**src/rtl/sha256_compress_iter_if.sv**
```systemverilog
// Handshake and result bundle between the SHA-224/256 compression engine,
// the message-schedule unit (w_*) and the padding/top controller (start, digest).
interface sha256_compress_iter_if #(
    parameter int R = 1
);
    logic              start;
    logic              first_blk;
    logic              mode_224;
    logic              w_valid;
    logic [32*R-1:0]   w_data;
    logic              w_ready;
    logic              busy;
    logic              done;
    logic              digest_valid;
    logic [255:0]      digest;

    modport master (
        output start, first_blk, mode_224, w_valid, w_data,
        input  w_ready, busy, done, digest_valid, digest
    );

    modport slave (
        input  start, first_blk, mode_224, w_valid, w_data,
        output w_ready, busy, done, digest_valid, digest
    );
endinterface

```
**src/rtl/sha256_compress_iter.sv**
```systemverilog
// SHA-224/SHA-256 compression engine applying R rounds per accepted schedule beat,
// chaining blocks through an internally held H register.
module sha256_compress_iter #(
    parameter int R        = 1,
    parameter int NUM_RNDS = 64
) (
    input  logic                    clk,
    input  logic                    reset,
    sha256_compress_iter_if.slave   bus
);

    generate
        if (!(R == 1 || R == 2 || R == 4 || R == 8)) begin : g_bad_r
            $error("sha256_compress_iter: R must be 1, 2, 4 or 8");
        end
        if ((NUM_RNDS % R) != 0 || NUM_RNDS > 64 || NUM_RNDS < R) begin : g_bad_rnds
            $error("sha256_compress_iter: NUM_RNDS must be a multiple of R and at most 64");
        end
        if ($bits(bus.w_data) != 32 * R) begin : g_bad_bus
            $error("sha256_compress_iter: interface R does not match engine R");
        end
    endgenerate

    typedef enum logic [1:0] {
        S_IDLE  = 2'd0,
        S_LOAD  = 2'd1,
        S_ROUND = 2'd2,
        S_FINAL = 2'd3
    } state_t;

    localparam logic [6:0]   LAST_J = 7'(NUM_RNDS - R);
    localparam logic [255:0] IV256  = 256'h6a09e667_bb67ae85_3c6ef372_a54ff53a_510e527f_9b05688c_1f83d9ab_5be0cd19;
    localparam logic [255:0] IV224  = 256'hc1059ed8_367cd507_3070dd17_f70e5939_ffc00b31_68581511_64f98fa7_befa4fa4;

    localparam logic [31:0] K_TAB [0:63] = '{
        32'h428a2f98, 32'h71374491, 32'hb5c0fbcf, 32'he9b5dba5, 32'h3956c25b, 32'h59f111f1, 32'h923f82a4, 32'hab1c5ed5,
        32'hd807aa98, 32'h12835b01, 32'h243185be, 32'h550c7dc3, 32'h72be5d74, 32'h80deb1fe, 32'h9bdc06a7, 32'hc19bf174,
        32'he49b69c1, 32'hefbe4786, 32'h0fc19dc6, 32'h240ca1cc, 32'h2de92c6f, 32'h4a7484aa, 32'h5cb0a9dc, 32'h76f988da,
        32'h983e5152, 32'ha831c66d, 32'hb00327c8, 32'hbf597fc7, 32'hc6e00bf3, 32'hd5a79147, 32'h06ca6351, 32'h14292967,
        32'h27b70a85, 32'h2e1b2138, 32'h4d2c6dfc, 32'h53380d13, 32'h650a7354, 32'h766a0abb, 32'h81c2c92e, 32'h92722c85,
        32'ha2bfe8a1, 32'ha81a664b, 32'hc24b8b70, 32'hc76c51a3, 32'hd192e819, 32'hd6990624, 32'hf40e3585, 32'h106aa070,
        32'h19a4c116, 32'h1e376c08, 32'h2748774c, 32'h34b0bcb5, 32'h391c0cb3, 32'h4ed8aa4a, 32'h5b9cca4f, 32'h682e6ff3,
        32'h748f82ee, 32'h78a5636f, 32'h84c87814, 32'h8cc70208, 32'h90befffa, 32'ha4506ceb, 32'hbef9a3f7, 32'hc67178f2
    };

    function automatic logic [31:0] ror32(input logic [31:0] x, input int n);
        return (x >> n) | (x << (32 - n));
    endfunction

    // One FIPS 180-4 round on the packed {a,b,c,d,e,f,g,h} working state.
    function automatic logic [255:0] sha_round(input logic [255:0] st, input logic [31:0] k,
                                               input logic [31:0] w);
        logic [31:0] a, b, c, d, e, f, g, h, t1, t2;
        {a, b, c, d, e, f, g, h} = st;
        t1 = h + (ror32(e, 6) ^ ror32(e, 11) ^ ror32(e, 25)) + ((e & f) ^ (~e & g)) + k + w;
        t2 = (ror32(a, 2) ^ ror32(a, 13) ^ ror32(a, 22)) + ((a & b) ^ (a & c) ^ (b & c));
        return {t1 + t2, a, b, c, d + t1, e, f, g};
    endfunction

    function automatic logic [255:0] add_words(input logic [255:0] x, input logic [255:0] y);
        logic [255:0] r;
        r = 256'd0;
        for (int i = 0; i < 8; i++) begin
            r[32*i +: 32] = x[32*i +: 32] + y[32*i +: 32];
        end
        return r;
    endfunction

    state_t        state_r;
    logic          first_r;
    logic          mode_r;
    logic [6:0]    j_r;
    logic [255:0]  st_r;
    logic [255:0]  base_r;
    logic [255:0]  h_r;
    logic [255:0]  digest_r;
    logic          busy_r;
    logic          done_r;
    logic          w_ready_r;
    logic          dv_r;

    logic [255:0]  rnd_s;
    logic [255:0]  load_s;
    logic [255:0]  sum_s;
    logic          eff_first_s;

    assign sum_s       = add_words(base_r, st_r);
    assign eff_first_s = bus.first_blk | ~dv_r;

    // R rounds chained combinationally from the current working state.
    always_comb begin
        rnd_s = st_r;
        for (int i = 0; i < R; i++) begin
            rnd_s = sha_round(rnd_s, K_TAB[6'(j_r + 7'(i))], bus.w_data[32*i +: 32]);
        end
    end

    // Block initial value: IV for a fresh message, otherwise the held digest.
    always_comb begin
        if (first_r) begin
            if (mode_r) begin
                load_s = IV224;
            end else begin
                load_s = IV256;
            end
        end else begin
            load_s = h_r;
        end
    end

    // Control FSM with working state, digest and status registers.
    always_ff @(posedge clk or posedge reset) begin
        if (reset) begin
            state_r   <= S_IDLE;
            first_r   <= 1'b0;
            mode_r    <= 1'b0;
            j_r       <= 7'd0;
            st_r      <= 256'd0;
            base_r    <= 256'd0;
            h_r       <= 256'd0;
            digest_r  <= 256'd0;
            busy_r    <= 1'b0;
            done_r    <= 1'b0;
            w_ready_r <= 1'b0;
            dv_r      <= 1'b0;
        end else begin
            done_r <= 1'b0;
            case (state_r)
                S_IDLE: begin
                    if (bus.start) begin
                        state_r <= S_LOAD;
                        busy_r  <= 1'b1;
                        first_r <= eff_first_s;
                        // Chained blocks keep the mode of the message they extend.
                        if (eff_first_s) begin
                            mode_r <= bus.mode_224;
                        end else begin
                            mode_r <= mode_r;
                        end
                    end else begin
                        state_r <= S_IDLE;
                    end
                end
                S_LOAD: begin
                    st_r      <= load_s;
                    base_r    <= load_s;
                    j_r       <= 7'd0;
                    w_ready_r <= 1'b1;
                    state_r   <= S_ROUND;
                end
                S_ROUND: begin
                    if (bus.w_valid) begin
                        st_r <= rnd_s;
                        j_r  <= j_r + 7'(R);
                        if (j_r == LAST_J) begin
                            state_r   <= S_FINAL;
                            w_ready_r <= 1'b0;
                        end else begin
                            state_r <= S_ROUND;
                        end
                    end else begin
                        state_r <= S_ROUND;
                    end
                end
                S_FINAL: begin
                    h_r <= sum_s;
                    if (mode_r) begin
                        digest_r <= {sum_s[255:32], 32'h0000_0000};
                    end else begin
                        digest_r <= sum_s;
                    end
                    dv_r    <= 1'b1;
                    done_r  <= 1'b1;
                    busy_r  <= 1'b0;
                    state_r <= S_IDLE;
                end
                default: begin
                    state_r   <= S_IDLE;
                    busy_r    <= 1'b0;
                    w_ready_r <= 1'b0;
                end
            endcase
        end
    end

    assign bus.w_ready      = w_ready_r;
    assign bus.busy         = busy_r;
    assign bus.done         = done_r;
    assign bus.digest_valid = dv_r;
    assign bus.digest       = digest_r;

endmodule

```
**src/flat_wrapper.sv**
```systemverilog
// flat-port wrapper written by rule: the top's interface ports become plain ports
module sha256_compress_iter_flat 
#(
    parameter int R        = 1,
    parameter int NUM_RNDS = 64
)
  (clk, reset, bus_start, bus_first_blk, bus_mode_224, bus_w_valid, bus_w_data, bus_w_ready, bus_busy, bus_done, bus_digest_valid, bus_digest);
  sha256_compress_iter_if #(.R(R)) bus_i ();
  input  logic clk;
  input  logic reset;
  input wire logic [$bits(bus_i.start)-1:0] bus_start;
  input wire logic [$bits(bus_i.first_blk)-1:0] bus_first_blk;
  input wire logic [$bits(bus_i.mode_224)-1:0] bus_mode_224;
  input wire logic [$bits(bus_i.w_valid)-1:0] bus_w_valid;
  input wire logic [$bits(bus_i.w_data)-1:0] bus_w_data;
  output wire logic [$bits(bus_i.w_ready)-1:0] bus_w_ready;
  output wire logic [$bits(bus_i.busy)-1:0] bus_busy;
  output wire logic [$bits(bus_i.done)-1:0] bus_done;
  output wire logic [$bits(bus_i.digest_valid)-1:0] bus_digest_valid;
  output wire logic [$bits(bus_i.digest)-1:0] bus_digest;
  assign bus_i.start = bus_start;
  assign bus_i.first_blk = bus_first_blk;
  assign bus_i.mode_224 = bus_mode_224;
  assign bus_i.w_valid = bus_w_valid;
  assign bus_i.w_data = bus_w_data;
  assign bus_w_ready = bus_i.w_ready;
  assign bus_busy = bus_i.busy;
  assign bus_done = bus_i.done;
  assign bus_digest_valid = bus_i.digest_valid;
  assign bus_digest = bus_i.digest;
  sha256_compress_iter #(.R(R), .NUM_RNDS(NUM_RNDS)) u_core (.clk(clk), .reset(reset), .bus(bus_i));
endmodule
```
**config.mk**
```make
export PLATFORM = sky130hd
export DESIGN_NAME = sha256_compress_iter_flat
export DESIGN_NICKNAME = d
export VERILOG_FILES = /design/src/rtl/sha256_compress_iter_if.sv /design/src/rtl/sha256_compress_iter.sv /design/src/flat_wrapper.sv
export SDC_FILE = /design/constraint.sdc
export NUM_CORES = 2
export LEC_CHECK = 0
export CORE_MARGIN = 1
export CORE_UTILIZATION = 55
export CTS_CLUSTER_DIAMETER = 200
export CTS_CLUSTER_SIZE = 30
export DETAILED_ROUTE_END_ITERATION = 16
export PLACE_DENSITY = 0.74
export SLEW_MARGIN = 40
export SYNTH_ARGS = -nofsm -noshare
export SYNTH_HDL_FRONTEND = slang
export SYNTH_SLANG_ARGS = --single-unit
```
**constraint.sdc**
```tcl
create_clock -name clk -period 51.4 [get_ports clk]
set_input_delay 10.28 -clock clk [delete_from_list [all_inputs] [get_ports clk]]
set_output_delay 10.28 -clock clk [all_outputs]
set_load 0.01 [all_outputs]
```
# Word-level counts from Yosys, hierarchy flattened
# Memories as Yosys holds them, arrays and structs flattened.
# Index checks and enable logic that the tools add are counted.
totals:
  memories: 1
  out_inout_bits: 260
  reg_bits: 1039
  romBits: 2048
  in_bits: 38
  word_cells: 86
mem_list:
  columns: ["memory", "depth", "word_bits", "read_ports", "rd_clocked_by_memory_dff", "write_ports", "line_no", "text"]
  rows:
  - ["(name not given)", 64, 32, 1, 0, 0, "sha256_compress_iter.sv:94", "rnd_s = sha_round(rnd_s, K_TAB[6'(j_r + 7'(i))], bus.w_data[32*i +: 32]);"]
op_classes:
  muxes: 19
  n_bitwise: 22
  order_cmp: 1
  add_sub_neg: 16
  reduce_logical: 8
  n_eq_ne: 7
ops:
  columns: ["cell", "count"]
  rows:
  - ["$mux W256", 3]
  - ["$pmux W256 S2", 1]
  - ["$add A32 B32 Y32", 15]
  - ["$xor A32 B32 Y32", 7]
  - ["$and A32 B32 Y32", 5]
  - ["$mux W32", 3]
  - ["$not A32 Y32", 1]
  - ["$or A10 B32 Y32", 1]
  - ["$or A19 B32 Y32", 1]
  - ["$or A21 B32 Y32", 1]
  - ["$or A26 B32 Y32", 1]
  - ["$or A30 B32 Y32", 1]
  - ["$or A7 B32 Y32", 1]
  - ["$pmux W7 S2", 1]
  - ["$pmux W2 S4", 1]
  - ["$add A7 B1 Y7 const B", 1]
  - ["$eq A7 B6 Y1 const B", 1]
  - ["$ge A7 B7 Y1 const B", 1]
  - ["$mux W1", 7]
  - ["$mux W7", 1]
  - ["$not A6 Y7", 1]
  - ["$reduce_and A2 Y1", 3]
  - ["$reduce_and A3 Y1", 2]
  - ["$eq A2 B2 Y1 const B", 2]
  - ["other kinds (8)", 11]

# Longest topological paths before layout
logic_depth:
  word_depth: 10
  ltp_mapped: 41
  ltp_nobuf: 38

# Worst setup path before layout
# OpenSTA, ideal clock, no wires.
synth_path:
  path_kind: "input port to flip-flop"
  from: "input bus_w_data[6]"
  to: "register u_core.st_r[254]"
  required_ps: 51280
  path_slack_ps: 34806
  arrival_time_ps: 16474
  cell_stages: 29
  setup_ps: 120
  path_buffers: 1
  path_cell_list: "inv_1 > fa_1 > inv_1 > fa_1 > fa_1 > ha_1 > a211oi_2 > nand2b_1 > o221ai_1 > nand2_1 > a31o_2 > a21oi_1 > nor2b_1 > o21ai_0 > nand2b_1 > xnor2_1 > fa_1 > inv_1 > ha_1 > clkbuf_1 > a21o_1 > a21o_1 > a21o_1 > a21o_1 > or3_1 > o21a_1 > a211oi_2 > a31oi_1 > o211a_1"
synth_via:
  elab_chain_cells: 4
synth_rtl:
  columns: ["item", "line_no", "text"]
  rows:
  - ["start, declared", "flat_wrapper.sv:15", "input wire logic [$bits(bus_i.w_data)-1:0] bus_w_data;"]
  - ["$add A32 B32 Y32", "sha256_compress_iter.sv:55", "t1 = h + (ror32(e, 6) ^ ror32(e, 11) ^ ror32(e, 25)) + ((e & f) ^ (~e & g)) + k + w;"]
  - ["$add A32 B32 Y32", "sha256_compress_iter.sv:57", "return {t1 + t2, a, b, c, d + t1, e, f, g};"]
  - ["$mux W256", "sha256_compress_iter.sv:152", "if (bus.w_valid) begin"]
  - ["$pmux W256 S2", "sha256_compress_iter.sv:128", "case (state_r)"]
  - ["end signal, assigned", "sha256_compress_iter.sv:145", "st_r <= load_s;"]
  - ["end signal, assigned", "sha256_compress_iter.sv:153", "st_r <= rnd_s;"]
  - ["end, declared", "sha256_compress_iter.sv:73", "logic [255:0] st_r;"]
# No other way between the ends. The select of a mux whose other input is x is not followed.
# A chain may end at the register's enable or synchronous reset.

# Final worst setup path
# Ends and elaborated chain as after synthesis.

==> results_dict.tcl <==
set metrics [dict create \
    status "complete, no violations" \
    routed_wirelength_mm 220 \
    worstPathRequired_ns 52.02 \
    syn-cell-area_sq_um 59100 \
    cts-htree-levels 1 \
    hold_violations 0 \
    final_util 0.590 \
    synth_edf_count 0 \
    post_cts_resized 0 \
    fmax_mhz 57.8 \
    hold_buffers 0 \
    initial_core_util 0.558 \
    gp_congestion 1.01 \
    use_met2 0.578 \
    tns_ns 0 \
    dp_slack_ns 33.46 \
    antenna_found_initial 13 \
    grt_pass1_vias 47700 \
    grt_use_met3 0.0960 \
    max_cap_violations 0 \
    synth_nets 7003 \
    synthCells 6466 \
    via_count 50800 \
    final-setup-viol-count 0 \
    cts_setup_buffers 0 \
    finalCritPeriodShare 0.336 \
    yosysWarningCount 0 \
    drtPass1Iterations 6 \
    critPathLaunchType "primary input" \
    dp_hpwl_mm 164 \
    slew_headroom 0.355 \
    fin_nets 6817 \
    grt_max_degree 138 \
    slowest_delay_ns 0.57 \
    dominantRegCellSynth "dfrtp_1" \
    syn2layout_area_growth_pct 5.61 \
    tightest_slew_ns 0.960 \
    regToRegSetupSlack_ns 41.28 \
    cts.sinks 815 \
    synth.area.top_cells "dfrtp_1 35%, ha_1 7.7%, a21oi_1 5.3%" \
    async_flop_share 1.00 \
    cts_buffers 31 \
    grt_pass1_wl_mm 321 \
    critical_path.max_fanout 7 \
    fp.dieW_microns 330 \
    top_usage_layer "met2" \
    grt_usage 0.398 \
    drt_iter0_markers 6236 \
    core_area_sq_um 106000 \
    worst_slack_ns 34.11 \
    worst-setup-path-type "primary input to flop" \
    ys_ff_latch 815 \
    synth.most_common_cell "dfrtp_1" \
    cts.path.max_buffers 3 \
    min_path_type "flop to flop" \
    grt_util_met1 0.574 \
    slew_violations 0 \
    yosysTopAreaCellShare 0.345 \
    synth.distinct_cells 95 \
    fillers 9341 \
    synth.largest_area_cell "dfrtp_1" \
    viasPerCell 6.62 \
    cts-root-buf "clkbuf_16" \
    dieArea_sq_um 109000 \
    overflow 0 \
    drive_gt1_frac 0.0646 \
    yosysSeqAreaShare 0.345 \
    detail-route-antenna-nets 0 \
    wl_per_cell_microns 28.6 \
    cts_tree "done" \
    cp.arrival_ns 17.91 \
    avgSynthCellArea_sq_um 9.14 \
    hold-worst-slack_ns 0.490 \
    end_kind "flop" \
    io_buffers 297 \
    post-route-drc-count 0 \
    cp_slowest_cell "clkdlybuf4s50_1" \
    ys_top_cells_by_count "815 x dfrtp_1, 628 x a21oi_1, 527 x nor2_1, 423 x o21ai_0, 411 x nand2_1" \
    worstSkewPairLatency_ns 0.71 \
    io_pins 298 \
    rows 119 \
    skew_ns 0.0264 \
    path_clk_slew_ns 0.14 \
    chipHeight_microns 330 \
    rsz0062_at_grt "no" \
    finalCriticalPeriod_ns 17.29 \
]
## cell type report
type	instances	area (sq um)	share of cell area
Multi-Input combinational cell	4666	34300	0.550
Inverter	389	1480	0.0237
Sequential cell	815	20400	0.327
Timing Repair Buffer	377	3660	0.0586
Clock inverter	3	37.5	0.000601
Antenna cell	1	2.50	0.0000401
Clock buffer	32	779	0.0125
Tap cell	1391	1740	0.0279
## final timing paths
path                                                endpoint                      startpoint  depth (start not counted)
setup / recovery                u_core.st_r[254]$_DFFE_PP0P_                   bus_w_data[6]                         29
hold / removal                u_core.bus.w_ready$_DFFE_PP0P_  u_core.bus.w_ready$_DFFE_PP0P_                          2
setup reg to reg                u_core.st_r[254]$_DFFE_PP0P_       u_core.j_r[1]$_DFFE_PP0P_                         33
hold reg to reg               u_core.bus.w_ready$_DFFE_PP0P_  u_core.bus.w_ready$_DFFE_PP0P_                          2
max in group asynchronous         u_core.first_r$_DFFE_PP0P_                           reset                          6
min in group asynchronous  u_core.bus.digest[80]$_DFFE_PP0P_                           reset                          2
## state kept, by name (all words and copies together) (netlist names), 2 cells and up
name and cells:
u_core.base_r 256, u_core.state_r 2, u_core.bus.digest 256, u_core.st_r 256
u_core.j_r 7, u_core.h_r 32
## routing by layer
| metal | up-vias | part of all wire |
|---|---|---|
| met5 | - | 0.00031 |
| met4 | 10 | 0.043 |
| li1 | 22300 | - |
| met2 | 2831 | 0.42 |
| met3 | 477 | 0.12 |
| met1 | 25200 | 0.42 |
## cells by family (layout without fill, tap and decap cells)
kind of cell,count (synthesis),in the layout,synth area share
AO/OA/AOI/OAI,2040,2040,0.225
AND/OR/NAND/NOR,1351,1351,0.101
buffers and inverters,985,801,0.0768
flip-flops,815,815,0.345
adder cells (fa/ha/maj),521,521,0.126
XOR/XNOR,411,411,0.0614
multiplexers,343,343,0.0643
other,0,1,0
## layout by cell type (no fill, tap or decap), drive strengths merged, types with 25 or more instances in the layout
cell type	n
o22ai	48
nand3	85
nor2	528
a31oi	31
mux2i	154
ha	366
or3	25
a22o	82
o221ai	32
a211oi	119
o211ai	38
xor2	120
fa	133
o21bai	79
nor2b	70
xnor2	289
o22a	63
dfrtp	815
o31ai	36
clkdlybuf4s50	296
nand2b	47
inv	388
mux2	178
buf	81
a21oi	634
nor3	81
clkbuf	32
nand2	411
o21a	65
o21ai	434
a221oi	44
a21o	152
## metrics by stage
step	std cells	area [sq um]
finish	7674	62400
global route	7673	62400
CTS	7673	62400
detailed placement	7638	61500
global placement	7637	61500
floorplan	6466	59100
## critical path: cells and delay by family
| kind | cells | cell delay [ns] |
|---|---|---|
| compound gates | 13 | 3.18 |
| xor+xnor | 1 | 0.18 |
| fa+ha+maj | 6 | 2.74 |
| buf+inv | 4 | 0.75 |
| simple gates | 5 | 0.78 |
Power is left out: the tool's default activity adds up to more than one toggle a clock period on the data nets, which glitch-free logic cannot reach.
